<file path="src/rtl/atm_keypad_entry.sv">
// Keypad front end for the ATM controller: builds language, account, PIN,
// operation, destination and amount fields from key presses and presents them.
module atm_keypad_entry #(
    parameter int TIMEOUT_CYCLES = 1000
) (
    input  logic        clk,
    input  logic        rst,
    input  logic        key_valid,
    input  logic [3:0]  key_code,
    input  logic        atm_ready,
    output logic        LC,
    output logic [1:0]  lang,
    output logic [11:0] Account_Number,
    output logic [11:0] PIN,
    output logic [11:0] Destination_Account,
    output logic [11:0] Deposit_Amount,
    output logic [11:0] WithDraw_Amount,
    output logic [11:0] Transfer_Amount,
    output logic [2:0]  Operation,
    output logic        txn_valid,
    output logic [2:0]  entry_state,
    output logic        err,
    output logic        timeout
);
    localparam int IW = $clog2(TIMEOUT_CYCLES);

    typedef enum logic [2:0] {
        LANG    = 3'd0,
        ACCT    = 3'd1,
        PINE    = 3'd2,
        OP      = 3'd3,
        DST     = 3'd4,
        AMT     = 3'd5,
        PRESENT = 3'd6
    } state_t;

    state_t        state, state_nxt;
    logic [2:0]    cnt, cnt_nxt;
    logic [11:0]   acc, acc_nxt;
    logic [3:0]    op_pend, op_pend_nxt;
    logic          op_have, op_have_nxt;
    logic [IW-1:0] idle, idle_nxt;

    logic          lc_nxt;
    logic [1:0]    lang_nxt;
    logic [11:0]   acct_nxt, pin_nxt, dst_nxt, dep_nxt, wd_nxt, tr_nxt;
    logic [2:0]    op_nxt;
    logic          txn_nxt, err_nxt, tmo_nxt;

    logic          is_digit, is_clear, is_enter, is_cancel;
    logic          handshake, counting, expired, abort;
    logic [13:0]   acc_prod;
    logic [11:0]   field_cur, field_nxt;

    assign is_digit    = key_valid && (key_code <= 4'd9);
    assign is_clear    = key_valid && (key_code == 4'hA);
    assign is_enter    = key_valid && (key_code == 4'hB);
    assign is_cancel   = key_valid && (key_code == 4'hC);
    assign handshake   = (state == PRESENT) && txn_valid && atm_ready;
    assign counting    = (state == ACCT) || (state == PINE) || (state == OP) ||
                         (state == DST) || (state == AMT);
    assign expired     = counting && !key_valid && (idle == IW'(TIMEOUT_CYCLES - 1));
    assign acc_prod    = {2'b00, acc} * 14'd10 + {10'd0, key_code};
    assign entry_state = state;

    // State register plus every registered output and datapath register.
    always_ff @(posedge clk) begin
        if (rst) begin
            state               <= LANG;
            cnt                 <= 3'd0;
            acc                 <= 12'd0;
            op_pend             <= 4'd0;
            op_have             <= 1'b0;
            idle                <= '0;
            LC                  <= 1'b0;
            lang                <= 2'd0;
            Account_Number      <= 12'd0;
            PIN                 <= 12'd0;
            Destination_Account <= 12'd0;
            Deposit_Amount      <= 12'd0;
            WithDraw_Amount     <= 12'd0;
            Transfer_Amount     <= 12'd0;
            Operation           <= 3'd0;
            txn_valid           <= 1'b0;
            err                 <= 1'b0;
            timeout             <= 1'b0;
        end else begin
            state               <= state_nxt;
            cnt                 <= cnt_nxt;
            acc                 <= acc_nxt;
            op_pend             <= op_pend_nxt;
            op_have             <= op_have_nxt;
            idle                <= idle_nxt;
            LC                  <= lc_nxt;
            lang                <= lang_nxt;
            Account_Number      <= acct_nxt;
            PIN                 <= pin_nxt;
            Destination_Account <= dst_nxt;
            Deposit_Amount      <= dep_nxt;
            WithDraw_Amount     <= wd_nxt;
            Transfer_Amount     <= tr_nxt;
            Operation           <= op_nxt;
            txn_valid           <= txn_nxt;
            err                 <= err_nxt;
            timeout             <= tmo_nxt;
        end
    end

    // Handshake beats CANCEL, CANCEL beats timeout, and any key beats timeout.
    always_comb begin
        state_nxt = state;
        abort     = 1'b0;
        tmo_nxt   = 1'b0;
        err_nxt   = 1'b0;
        if (handshake) begin
            if (Operation == 3'd4) begin
                state_nxt = LANG;
                abort     = 1'b1;
            end else begin
                state_nxt = OP;
            end
        end else if (is_cancel) begin
            state_nxt = LANG;
            abort     = 1'b1;
        end else if (expired) begin
            state_nxt = LANG;
            abort     = 1'b1;
            tmo_nxt   = 1'b1;
        end else begin
            case (state)
                LANG: begin
                    if (is_digit && (key_code == 4'd1 || key_code == 4'd2)) state_nxt = ACCT;
                end
                ACCT, PINE, DST: begin
                    if (is_digit && cnt == 3'd3) err_nxt = 1'b1;
                    if (is_enter) begin
                        if (cnt != 3'd3)        err_nxt   = 1'b1;
                        else if (state == ACCT) state_nxt = PINE;
                        else if (state == PINE) state_nxt = OP;
                        else                    state_nxt = AMT;
                    end
                end
                OP: begin
                    if (is_enter) begin
                        if (!op_have || op_pend > 4'd4) begin
                            err_nxt = 1'b1;
                        end else begin
                            case (op_pend[2:0])
                                3'd0, 3'd1: state_nxt = AMT;
                                3'd3:       state_nxt = DST;
                                default:    state_nxt = PRESENT;
                            endcase
                        end
                    end
                end
                AMT: begin
                    if (is_digit && (cnt == 3'd4 || acc_prod > 14'd4095)) err_nxt = 1'b1;
                    if (is_enter) begin
                        if (acc == 12'd0) err_nxt   = 1'b1;
                        else              state_nxt = PRESENT;
                    end
                end
                default: ;
            endcase
        end
    end

    always_comb begin
        case (state)
            ACCT:    field_cur = Account_Number;
            PINE:    field_cur = PIN;
            DST:     field_cur = Destination_Account;
            default: field_cur = 12'd0;
        endcase
    end

    // Datapath and output next values; abort and state changes scrub entry context.
    always_comb begin
        cnt_nxt     = cnt;
        acc_nxt     = acc;
        op_pend_nxt = op_pend;
        op_have_nxt = op_have;
        lc_nxt      = LC;
        lang_nxt    = lang;
        acct_nxt    = Account_Number;
        pin_nxt     = PIN;
        dst_nxt     = Destination_Account;
        dep_nxt     = Deposit_Amount;
        wd_nxt      = WithDraw_Amount;
        tr_nxt      = Transfer_Amount;
        op_nxt      = Operation;
        field_nxt   = field_cur;
        if (abort) begin
            lc_nxt   = 1'b0;
            lang_nxt = 2'd0;
            acct_nxt = 12'd0;
            pin_nxt  = 12'd0;
            dst_nxt  = 12'd0;
            dep_nxt  = 12'd0;
            wd_nxt   = 12'd0;
            tr_nxt   = 12'd0;
            op_nxt   = 3'd0;
        end else if (handshake) begin
            dst_nxt = 12'd0;
            dep_nxt = 12'd0;
            wd_nxt  = 12'd0;
            tr_nxt  = 12'd0;
            op_nxt  = 3'd0;
        end else begin
            case (state)
                LANG: begin
                    if (state_nxt == ACCT) begin
                        lang_nxt = key_code[1:0];
                        lc_nxt   = 1'b1;
                    end
                end
                ACCT, PINE, DST: begin
                    if (is_clear || (is_enter && cnt != 3'd3)) begin
                        field_nxt = 12'd0;
                        cnt_nxt   = 3'd0;
                    end else if (is_digit && cnt != 3'd3) begin
                        field_nxt = {field_cur[7:0], key_code};
                        cnt_nxt   = cnt + 3'd1;
                    end
                    case (state)
                        ACCT:    acct_nxt = field_nxt;
                        PINE:    pin_nxt  = field_nxt;
                        default: dst_nxt  = field_nxt;
                    endcase
                end
                OP: begin
                    if (is_clear) begin
                        op_pend_nxt = 4'd0;
                        op_have_nxt = 1'b0;
                    end else if (is_digit) begin
                        op_pend_nxt = key_code;
                        op_have_nxt = 1'b1;
                    end else if (state_nxt != OP) begin
                        op_nxt = op_pend[2:0];
                    end
                end
                AMT: begin
                    if (is_clear) begin
                        acc_nxt = 12'd0;
                        cnt_nxt = 3'd0;
                    end else if (is_digit && !err_nxt) begin
                        acc_nxt = acc_prod[11:0];
                        cnt_nxt = cnt + 3'd1;
                    end else if (state_nxt == PRESENT) begin
                        dep_nxt = (Operation == 3'd0) ? acc : 12'd0;
                        wd_nxt  = (Operation == 3'd1) ? acc : 12'd0;
                        tr_nxt  = (Operation == 3'd3) ? acc : 12'd0;
                    end
                end
                default: ;
            endcase
        end
        if (abort || state_nxt != state) begin
            cnt_nxt     = 3'd0;
            acc_nxt     = 12'd0;
            op_pend_nxt = 4'd0;
            op_have_nxt = 1'b0;
        end
        txn_nxt = (state_nxt == PRESENT);
        if (key_valid || state_nxt != state || !counting) idle_nxt = '0;
        else                                               idle_nxt = idle + IW'(1);
    end
endmodule

</file>
<file path="config.mk">
export PLATFORM = sky130hd
export DESIGN_NAME = atm_keypad_entry
export DESIGN_NICKNAME = d
export VERILOG_FILES = /design/src/rtl/atm_keypad_entry.sv
export SDC_FILE = /design/constraint.sdc
export NUM_CORES = 1
export LEC_CHECK = 0
export BUFFER_PORTS_ARGS = -buffer_cell sky130_fd_sc_hd__clkbuf_2
export CORE_MARGIN = 8
export CORE_UTILIZATION = 45
export DETAILED_ROUTE_END_ITERATION = 16
export PLACE_DENSITY = 0.65
export SKIP_LAST_GASP = 1
export SLEW_MARGIN = 30
export SYNTH_ARGS = -nofsm -noshare
export SYNTH_HDL_FRONTEND = slang
export SYNTH_SLANG_ARGS = --single-unit
export TNS_END_PERCENT = 10
</file>
<file path="constraint.sdc">
create_clock -name clk -period 5.97 [get_ports clk]
set_clock_uncertainty 0.05 [all_clocks]
set_input_delay 1.194 -clock clk [delete_from_list [all_inputs] [get_ports clk]]
set_output_delay 1.194 -clock clk [all_outputs]
set_load 0.01 [all_outputs]
</file>
Yosys cells after proc, flatten, opt, wreduce, memory -nomap -nowiden --
Cells that the tools add are included.
Word-level totals: register bits after elaboration 114, input bits 8, output and inout bits 84, logic and storage cells 158
Operators by class: $add $sub $neg 3, $mul 1, order comparisons 3, eq/ne operators 26, mux-type cells 48, bitwise operators 6, reduce and logical (&&, ||, !) cells 53
Operators by type and width (number):
- $mux W12 | 7
- $mux W3 | 16
- $pmux W12 S3 | 1
- $eq A3 B3 Y1 const B | 6
- $mux W1 | 17
- $reduce_and A4 Y1 | 4
- $eq A3 B2 Y1 const B | 5
- $add A14 B4 Y14 | 1
- $gt A14 B12 Y1 const B | 1
- $logic_and A1 B1 Y1 | 14
- $mul A12 B3 Y13 const B | 1
- $eq A3 B1 Y1 const B | 4
- $eq A4 B4 Y1 const B | 3
- $logic_not A12 Y1 | 1
- $pmux W3 S4 | 1
- $logic_or A1 B1 Y1 | 11
- $add A10 B1 Y10 const B | 1
- $eq A10 B10 Y1 const B | 1
- $reduce_or A2 Y1 | 5
- $logic_not A3 Y1 | 3
- $ne A3 B2 Y1 const B | 3
- $reduce_and A3 Y1 | 3
- $reduce_or A3 Y1 | 3
- $mux W4 | 2
- other kinds (16) | 26

Depth between registers and ports, before layout --
Gate-level depths: netlist of run 1.
depth in word-level cells 17, mapped depth 12, gate-level depth less buffers 11

Worst setup path after synthesis of run 1 --
No wires, ideal clock.
kind register to register, from reg acc[1], to reg acc[10], library setup time 0.072 ns, data arrival time 3.253 ns, required time 5.848 ns, setup slack 2.595 ns, cell stages (with the launch flop) 12, buffers on the path 1, clock period less this slack 3.375 ns, path through dfxtp_1 -> ha_1 -> ha_1 -> fa_1 -> a211o_1 -> a2111o_1 -> o311ai_0 -> a311oi_1 -> a31o_2 -> a21oi_1 -> buf_6 -> mux2i_1
Between the ends: word-level cells in the longest chain between the ends 16, elaborated cells on any way between the ends 28, those cells by class 1 x add/sub; 1 x mul; 1 x order compare; 1 x eq/ne; 15 x mux; 9 x reduce/logical
Ends and longest elaborated chain:
- start: declaration | line 39 | logic [11:0] acc, acc_nxt;
- start signal: assignment | line 90 | acc <= acc_nxt;
- $mul A12 B3 Y13 | line 63 | assign acc_prod = {2'b00, acc} * 14'd10 + {10'd0, key_code};
- $add A14 B4 Y14 | line 63
- $gt A14 B12 Y1 | line 157 | if (is_digit && (cnt == 3'd4 || acc_prod > 14'd4095)) err_nxt = 1'b1;
- $logic_or A1 B1 Y1 | line 157
- $logic_and A1 B1 Y1 | line 157
- $mux W1 | line 157
- $mux W1 | line 159 | if (acc == 12'd0) err_nxt = 1'b1;
- $mux W1 | line 158 | if (is_enter) begin
- $pmux W1 S3 | line 130 | case (state)
- $mux W1 | line 125 | end else if (expired) begin
- $mux W1 | line 122 | end else if (is_cancel) begin
- $mux W1 | line 115 | if (handshake) begin
- $logic_not A1 Y1 | line 246 | end else if (is_digit && !err_nxt) begin
- $logic_and A1 B1 Y1 | line 246
- $reduce_bool A2 Y1 (no line)
- $reduce_and A4 Y1 (no line)
Several ways; a longest one is shown, not always the timed one. The select of a mux whose other input is x is not followed. A chain may end at the register's enable or synchronous reset.

Worst setup path in the final report of run 1 --
from reg acc[1], to reg acc[5]
Same word-level chain as after synthesis.

==> flow_metrics.py, run 1 <==
metrics = {
    "clock_network": {
        "root_buf_cell": "sky130_fd_sc_hd__clkbuf_16",
        "cts_max_level": 4,
        "clock_latency_ns": 0.42,
        "cts_tree": "built",
        "post_cts.repair.setup_buffers": 0,
        "hold_buffers": 0,
        "clk_pin_slew_ns": 0.06,
        "cts_made_buffers": 17,
        "clock-sinks": 114,
        "cts.repair.resized": 0,
        "clock_tree.buffer_depth": 2,
    },
    "worst_setup_path": {
        "required_ns": 6.22,
        "arrival_ns": 4.06,
        "path_max_fanout": 12,
        "worstSetupStartpointType": "register",
        "worstSetupEndpointType": "register",
        "criticalPathCategory": "reg2reg",
    },
    "sta": {
        "timing.final.ws_setup_ns": 2.155,
        "timing_hold_violations_final": 0,
        "timing.final.max_slew_violations": 0,
        "grt_setup_unrepaired": "no",
        "worstMarginPinSlew_ns": 0.9284,
        "timing.final.setup_violations": 0,
        "fin_crit_sh_pct": 63.91,
        "hold_ws_ns": 0.4005,
        "worst_slew_margin_rel_pct": 37.98,
        "final_period_minus_worst_setup_slack_ns": 3.815,
        "timing.setup.tns_ns": 0,
        "clock.fmax_ghz": 0.2621,
    },
    "place": {
        "port-buffer-count": 91,
        "post-place-ws_ns": 2.048,
        "gp_routability_congestion": 0.8596,
        "dp.final_hpwl_mm": 12.23,
        "placed_area_um2": 6560,
    },
    "routing": {
        "per_cell_via_count_in_the_routed_design": 5.569,
        "via_count": 5742,
        "drt_first_iter_violations": 453,
        "detail_route.first_pass.iterations": 5,
        "wl_per_cell_um": 17.03,
        "drt.antenna.violating_nets": 0,
        "wirelength_mm": 17.55,
        "drc": 0,
    },
    "grt": {
        "grt_pass1_vias": 5652,
        "grt_pass1_wl_mm": 28.46,
        "antenna_found_initial": 0,
        "grt_start_max_net_pins": 38,
        "global_route.overflow_total": 0,
        "all_layer_global_routing_usage_pct": 20.01,
    },
    "yosys": {
        "synth.avg_cell_area_um2": 7.823,
        "yosysTopAreaCellShare_pct": 38.14,
        "netlist-cell-type-count": 57,
        "synth_enable_flop_cells": 0,
        "synthesis.area_um2": 5984,
        "synthDominantAreaCellType": "sky130_fd_sc_hd__dfxtp_1",
        "synthTopCellsByCount": "158 x sky130_fd_sc_hd__nand2_1, 114 x sky130_fd_sc_hd__dfxtp_1, 96 x sky130_fd_sc_hd__a21oi_1",
        "seq_area_frac_synth_pct": 38.14,
        "synth-async-reset-ratio_pct": 0,
        "mappedNetlistNets": 801,
        "synthesis.instances": 765,
        "yosys-top-cells-area": "sky130_fd_sc_hd__dfxtp_1 38%, sky130_fd_sc_hd__nand2_1 9.9%, sky130_fd_sc_hd__a21oi_1 8.0%, sky130_fd_sc_hd__ha_1 5.4%, sky130_fd_sc_hd__nand3_1 5.2%",
        "yosys_reg_bits": 114,
        "yosys_most_used_dff": "sky130_fd_sc_hd__dfxtp_1",
        "yosysWarnings": 0,
        "yosysMostFrequentCell": "sky130_fd_sc_hd__nand2_1",
    },
    "flow_run": {
        "drv_cap": 0,
    },
    "floorplanning": {
        "die_h_um": 131.3,
        "floorplan.die.width_um": 131.3,
        "io_pins": 92,
        "floorplan.core_area_um2": 13140,
        "fp.dieArea_um2": 17240,
        "rows": 42,
        "start_util_pct": 45.55,
    },
    "finish": {
        "area.growth.synth_to_final_pct": 20.80,
        "final_net_count": 878,
        "drive_above_1_share_pct": 17.19,
        "diodes": 0,
        "finish.instance_area_um2": 7229,
    },
    "worst_hold_path": {
        "min-delay-path-class": "reg2reg",
    },
    "power_and_ir_drop": {
        "ir_worst_vdd_mv": 0.1686,
        "p_leak_nw": 2.973,
        "power.density_nw_per_um2": 274.5,
    },
    "outcome": {
        "outcome": "finished, final reports clean",
    },
}
[critical path: stages (launching register included)]
cell                       delay, ns
sky130_fd_sc_hd__dfxtp_1        0.56
sky130_fd_sc_hd__ha_1           0.31
sky130_fd_sc_hd__ha_1           0.24
sky130_fd_sc_hd__fa_1           0.42
sky130_fd_sc_hd__a211o_1        0.37
sky130_fd_sc_hd__a2111o_1       0.37
sky130_fd_sc_hd__o311ai_0       0.24
sky130_fd_sc_hd__nand2_1        0.16
sky130_fd_sc_hd__nor4_1         0.30
sky130_fd_sc_hd__a31o_2         0.24
sky130_fd_sc_hd__a21oi_1        0.07
sky130_fd_sc_hd__buf_4          0.20
sky130_fd_sc_hd__mux2i_1        0.15
[cell families after synthesis]
logic type	Yosys count	synth area share (%)
simple gates	342	25.99
compound gates	177	18.46
flops	114	38.14
buf+inv	59	4.307
fa+ha+maj	28	6.105
xor+xnor	25	3.659
mux	20	3.345
[placed cells by master, fill, tap and decap left out, types with 6 or more instances in the layout]
| cell | instances |
|---|---|
| sky130_fd_sc_hd__nor3_1 | 6 |
| sky130_fd_sc_hd__a211oi_1 | 19 |
| sky130_fd_sc_hd__dfxtp_1 | 114 |
| sky130_fd_sc_hd__inv_1 | 14 |
| sky130_fd_sc_hd__and2_1 | 8 |
| sky130_fd_sc_hd__a22oi_1 | 12 |
| sky130_fd_sc_hd__nor4_1 | 6 |
| sky130_fd_sc_hd__buf_4 | 11 |
| sky130_fd_sc_hd__nand3_1 | 62 |
| sky130_fd_sc_hd__a21oi_1 | 96 |
| sky130_fd_sc_hd__xor2_1 | 12 |
| sky130_fd_sc_hd__ha_1 | 26 |
| sky130_fd_sc_hd__nor2b_1 | 8 |
| sky130_fd_sc_hd__o21ai_0 | 15 |
| sky130_fd_sc_hd__clkbuf_2 | 91 |
| sky130_fd_sc_hd__xnor2_1 | 13 |
| sky130_fd_sc_hd__clkbuf_16 | 17 |
| sky130_fd_sc_hd__nor2_1 | 59 |
| sky130_fd_sc_hd__mux2i_1 | 20 |
| sky130_fd_sc_hd__nand2_1 | 158 |
| sky130_fd_sc_hd__nand4_1 | 10 |
[power breakdown]
part           switching [mW]  leakage, nW  internal (mW)
combinational          0.0503         1.73         0.0205
clock                   0.373        0.327          0.775
sequential            0.00277        0.918          0.763
[state kept, by name (all words and copies together) (netlist names)]
signal               flops
acc                     12
timeout                  1
Operation                3
lang                     2
Transfer_Amount         12
Destination_Account     12
err                      1
op_have                  1
op_pend                  4
idle                    10
Deposit_Amount          12
Account_Number          12
entry_state              3
WithDraw_Amount         12
cnt                      3
LC                       1
PIN                     12
txn_valid                1
[per-layer routing]
metal | global-route usage, % | vias up | part of all wire (%)
met5 | 0 | - | 0
met4 | 7.147 | 0 | 1.2
met3 | 5.564 | 17 | 6.3
met2 | 31.72 | 186 | 47
met1 | 25.53 | 2709 | 46
li1 | - | 2830 | -
[stage by stage]
| step | utilization [%] | std cells | power (mW) |
|---|---|---|---|
| final | 55.03 | 1031 | 1.985 |
| after global routing | 55.03 | 1031 | 2.035 |
| after CTS | 55.03 | 1031 | 1.995 |
| after detailed placement | 49.93 | 999 | 0.8513 |
| after global placement | 49.81 | 998 | 0.8490 |
| after floorplan | - | 765 | 0.8325 |
[layout make-up]
| class | instances | area [µm²] |
|---|---|---|
| fill | 1252 | 5908 |
| sequential | 114 | 2282 |
| tap | 176 | 220.2 |
| inverter | 14 | 52.55 |
| clock buffer | 20 | 466.7 |
| multi-input combinational | 592 | 3456 |
| timing repair buffer | 103 | 549.3 |
| clock inverter | 12 | 202.7 |
[path summary, 6_finish.rpt]
| check | startpoint | to | slack, ns | cells after the start |
|---|---|---|---|---|
| setup / recovery | acc[1]$_SDFFE_PP0P_ | acc[5]$_SDFFE_PP0P_ | 2.15 | 12 |
| hold / removal | WithDraw_Amount[6]$_SDFFE_PP0P_ | WithDraw_Amount[6]$_SDFFE_PP0P_ | 0.40 | 2 |
| setup reg to reg | acc[1]$_SDFFE_PP0P_ | acc[5]$_SDFFE_PP0P_ | 2.15 | 12 |
| hold reg to reg | WithDraw_Amount[6]$_SDFFE_PP0P_ | WithDraw_Amount[6]$_SDFFE_PP0P_ | 0.40 | 2 |
Power figures use the tool's default switching activity.
==> run 2, diff against run 1 <==
==> constraint.sdc (replaced) <==
create_clock -name clk -period 3.9 [get_ports clk]
set_clock_uncertainty 0.05 [all_clocks]
set_input_delay 0.78 -clock clk [delete_from_list [all_inputs] [get_ports clk]]
set_output_delay 0.78 -clock clk [all_outputs]
set_load 0.01 [all_outputs]
==> run 2 against run 1 <==
First-iteration DRC count down 0.44%. Combinational power up 55%. Clock-buffer cell count up 3. Critical path type unchanged. Non-clock buffer count up 11. Clock power up 36%. Power up 43%. Largest cell class unchanged. Sequential power up 53%. Worst hold slack worse by 0.0017 ns. Via count up 0.85%. Worst setup slack worse by 1.9 ns. Critical endpoint is now acc[8]$_SDFFE_PP0P_.
==> flow_metrics.py, run 2 (synthesis results as in run 1) <==
metrics = {
    "outcome": {
        "outcome": "finished, final reports clean",
    },
    "floorplanning": {
        "floorplan.core_area_um2": 13140,
        "start_util_pct": 45.55,
        "floorplan.die.width_um": 131.3,
        "io_pins": 92,
        "die_h_um": 131.3,
        "rows": 42,
        "fp.dieArea_um2": 17240,
    },
    "power_and_ir_drop": {
        "p_sw_share_pct": 22.02,
        "power.combinational.fraction_pct": 3.9,
        "ir_worst_vdd_mv": 0.2729,
        "p_leak_nw": 2.992,
        "power_frac_clock_pct": 54.9,
        "p_int_mw": 2.220,
        "power.density_nw_per_um2": 393.4,
        "power.net_switching_mw": 0.6269,
        "register_share_of_total_power_pct": 41.2,
    },
    "sta": {
        "timing.final.ws_setup_ns": 0.2175,
        "grt_setup_unrepaired": "no",
        "worst_slew_margin_rel_pct": 49.40,
        "timing.final.max_slew_violations": 0,
        "timing_hold_violations_final": 0,
        "clock.fmax_ghz": 0.2716,
        "fin_crit_sh_pct": 94.42,
        "timing.final.setup_violations": 0,
        "worstMarginPinSlew_ns": 0.7562,
        "final_period_minus_worst_setup_slack_ns": 3.683,
        "timing.setup.tns_ns": 0,
    },
    "clock_network": {
        "cts.repair.resized": 0,
        "post_cts.repair.setup_buffers": 0,
        "clock-sinks": 114,
        "cts_tree": "built",
        "clk_pin_slew_ns": 0.05,
        "clock_tree.buffer_depth": 2,
        "cts_made_buffers": 17,
        "cts_max_level": 4,
        "hold_buffers": 0,
        "clock_latency_ns": 0.41,
        "root_buf_cell": "sky130_fd_sc_hd__clkbuf_16",
    },
    "grt": {
        "all_layer_global_routing_usage_pct": 19.94,
        "grt_pass1_vias": 5666,
        "grt_pass1_wl_mm": 28.62,
        "grt_start_max_net_pins": 37,
        "global_route.overflow_total": 0,
        "antenna_found_initial": 0,
    },
    "worst_setup_path": {
        "rrSetupSlack_ns": 0.22,
        "timing.critical_path.mode_cell": "sky130_fd_sc_hd__ha_1",
        "critical_path.top_delay_family": "compound AO/OA/AOI/OAI gates",
        "crit_path_cell_trace": "ha_1 -> ha_1 -> fa_1 -> a211o_1 -> a2111o_1 -> o311ai_0 -> nand2_1 -> nor4_1 -> a31o_2 -> a21oi_1 -> buf_4 -> mux2i_1",
        "cp_num_buf_inv": 1,
        "required_ns": 4.14,
        "worstSetupStartpointType": "register",
        "cp_slowest_cell": "sky130_fd_sc_hd__dfxtp_1",
        "criticalPathCategory": "reg2reg",
        "path_max_fanout": 12,
        "crit_path_max_incr_delay_ns": 0.49,
        "worstSetupEndpointType": "register",
        "arrival_ns": 3.92,
    },
    "place": {
        "port-buffer-count": 91,
        "post-place-ws_ns": 0.2584,
        "dp.final_hpwl_mm": 12.37,
        "gp_routability_congestion": 0.9087,
    },
    "finish": {
        "diodes": 0,
        "area.growth.synth_to_final_pct": 20.93,
        "drive_above_1_share_pct": 18.01,
        "final_net_count": 889,
        "final_cell_mix": "158 x sky130_fd_sc_hd__nand2_1, 114 x sky130_fd_sc_hd__dfxtp_1, 96 x sky130_fd_sc_hd__a21oi_1",
        "mostFrequentLayoutCell": "sky130_fd_sc_hd__nand2_1",
    },
    "routing": {
        "drt_first_iter_violations": 451,
        "drc": 0,
        "detail_route.first_pass.iterations": 5,
        "wirelength_mm": 17.36,
        "per_cell_via_count_in_the_routed_design": 5.558,
        "via_count": 5791,
        "drt.antenna.violating_nets": 0,
        "wl_per_cell_um": 16.66,
    },
    "worst_hold_path": {
        "min-delay-path-class": "reg2reg",
    },
    "flow_run": {
        "drv_cap": 0,
    },
}
==> run 2: changes by cell type in the layout (fill, tap and decap cells not counted) <==
cell                         change
sky130_fd_sc_hd__nand2b_2        -1
sky130_fd_sc_hd__clkbuf_8        +2
sky130_fd_sc_hd__clkinv_4        -3
sky130_fd_sc_hd__buf_6           -1
sky130_fd_sc_hd__clkinvlp_4      +2
sky130_fd_sc_hd__clkbuf_1        +1
sky130_fd_sc_hd__bufinv_16       -3
sky130_fd_sc_hd__inv_6           -1
sky130_fd_sc_hd__nand2b_1        +1
sky130_fd_sc_hd__clkinv_2        +2
sky130_fd_sc_hd__buf_4          +12
==> run 2: worst paths after layout <==
check | startpoint | to | cells after the start
worst min-delay path | WithDraw_Amount[4]$_SDFFE_PP0P_ | WithDraw_Amount[4]$_SDFFE_PP0P_ | 2
worst min register to register | WithDraw_Amount[4]$_SDFFE_PP0P_ | WithDraw_Amount[4]$_SDFFE_PP0P_ | 2
worst max register to register | acc[1]$_SDFFE_PP0P_ | acc[8]$_SDFFE_PP0P_ | 12
worst max-delay path | acc[1]$_SDFFE_PP0P_ | acc[8]$_SDFFE_PP0P_ | 12
==> run 2: per-stage QoR <==
step | hold WS (ns) | std cells | util, % | power, mW | cell area, µm²
floorplan | 0.3799 | 765 | - | 1.274 | 5984
global placement | 0.3893 | 1010 | 50.50 | 1.304 | 6634
detailed placement | 0.3947 | 1010 | 50.50 | 1.306 | 6634
CTS | 0.4029 | 1042 | 55.07 | 2.870 | 7234
global route | 0.4180 | 1042 | 55.09 | 2.934 | 7237
finish | 0.3989 | 1042 | 55.09 | 2.847 | 7237
==> run 2: power groups by stage <==
stage	clock [mW]	sequential, mW	combinational [mW]
after floorplan	0	1.20	0.0778
after global placement	0	1.20	0.107
after detailed placement	0	1.20	0.108
after CTS	1.59	1.17	0.109
after global routing	1.64	1.17	0.120
final	1.56	1.17	0.110
==> run 2: cell type report <==
cell class | instances | area [µm²]
clock buffers | 23 | 498.0
clock inverters | 9 | 102.6
fillers | 1267 | 5901
inverters | 14 | 52.55
multi-input cells | 592 | 3453
flip-flops and latches | 114 | 2282
well taps | 176 | 220.2
repair buffers | 114 | 628.1
==> run 2: worst min-delay path: stages, from the launching register on <==
cell and delay (ns):
sky130_fd_sc_hd__dfxtp_1 0.30, sky130_fd_sc_hd__nand2_1 0.05, sky130_fd_sc_hd__a21oi_1 0.05
==> run 2: per-layer routing <==
metal  up-vias  routed length, µm  part of all wire (%)  GRT usage [%]
li1       2855                  -                     -              -
met1      2726               8331                    48          26.65
met2       187               7763                    45          30.44
met3        23                987                   5.7          4.573
met4         0                274                   1.6          7.977
met5         -                  0                     0              0
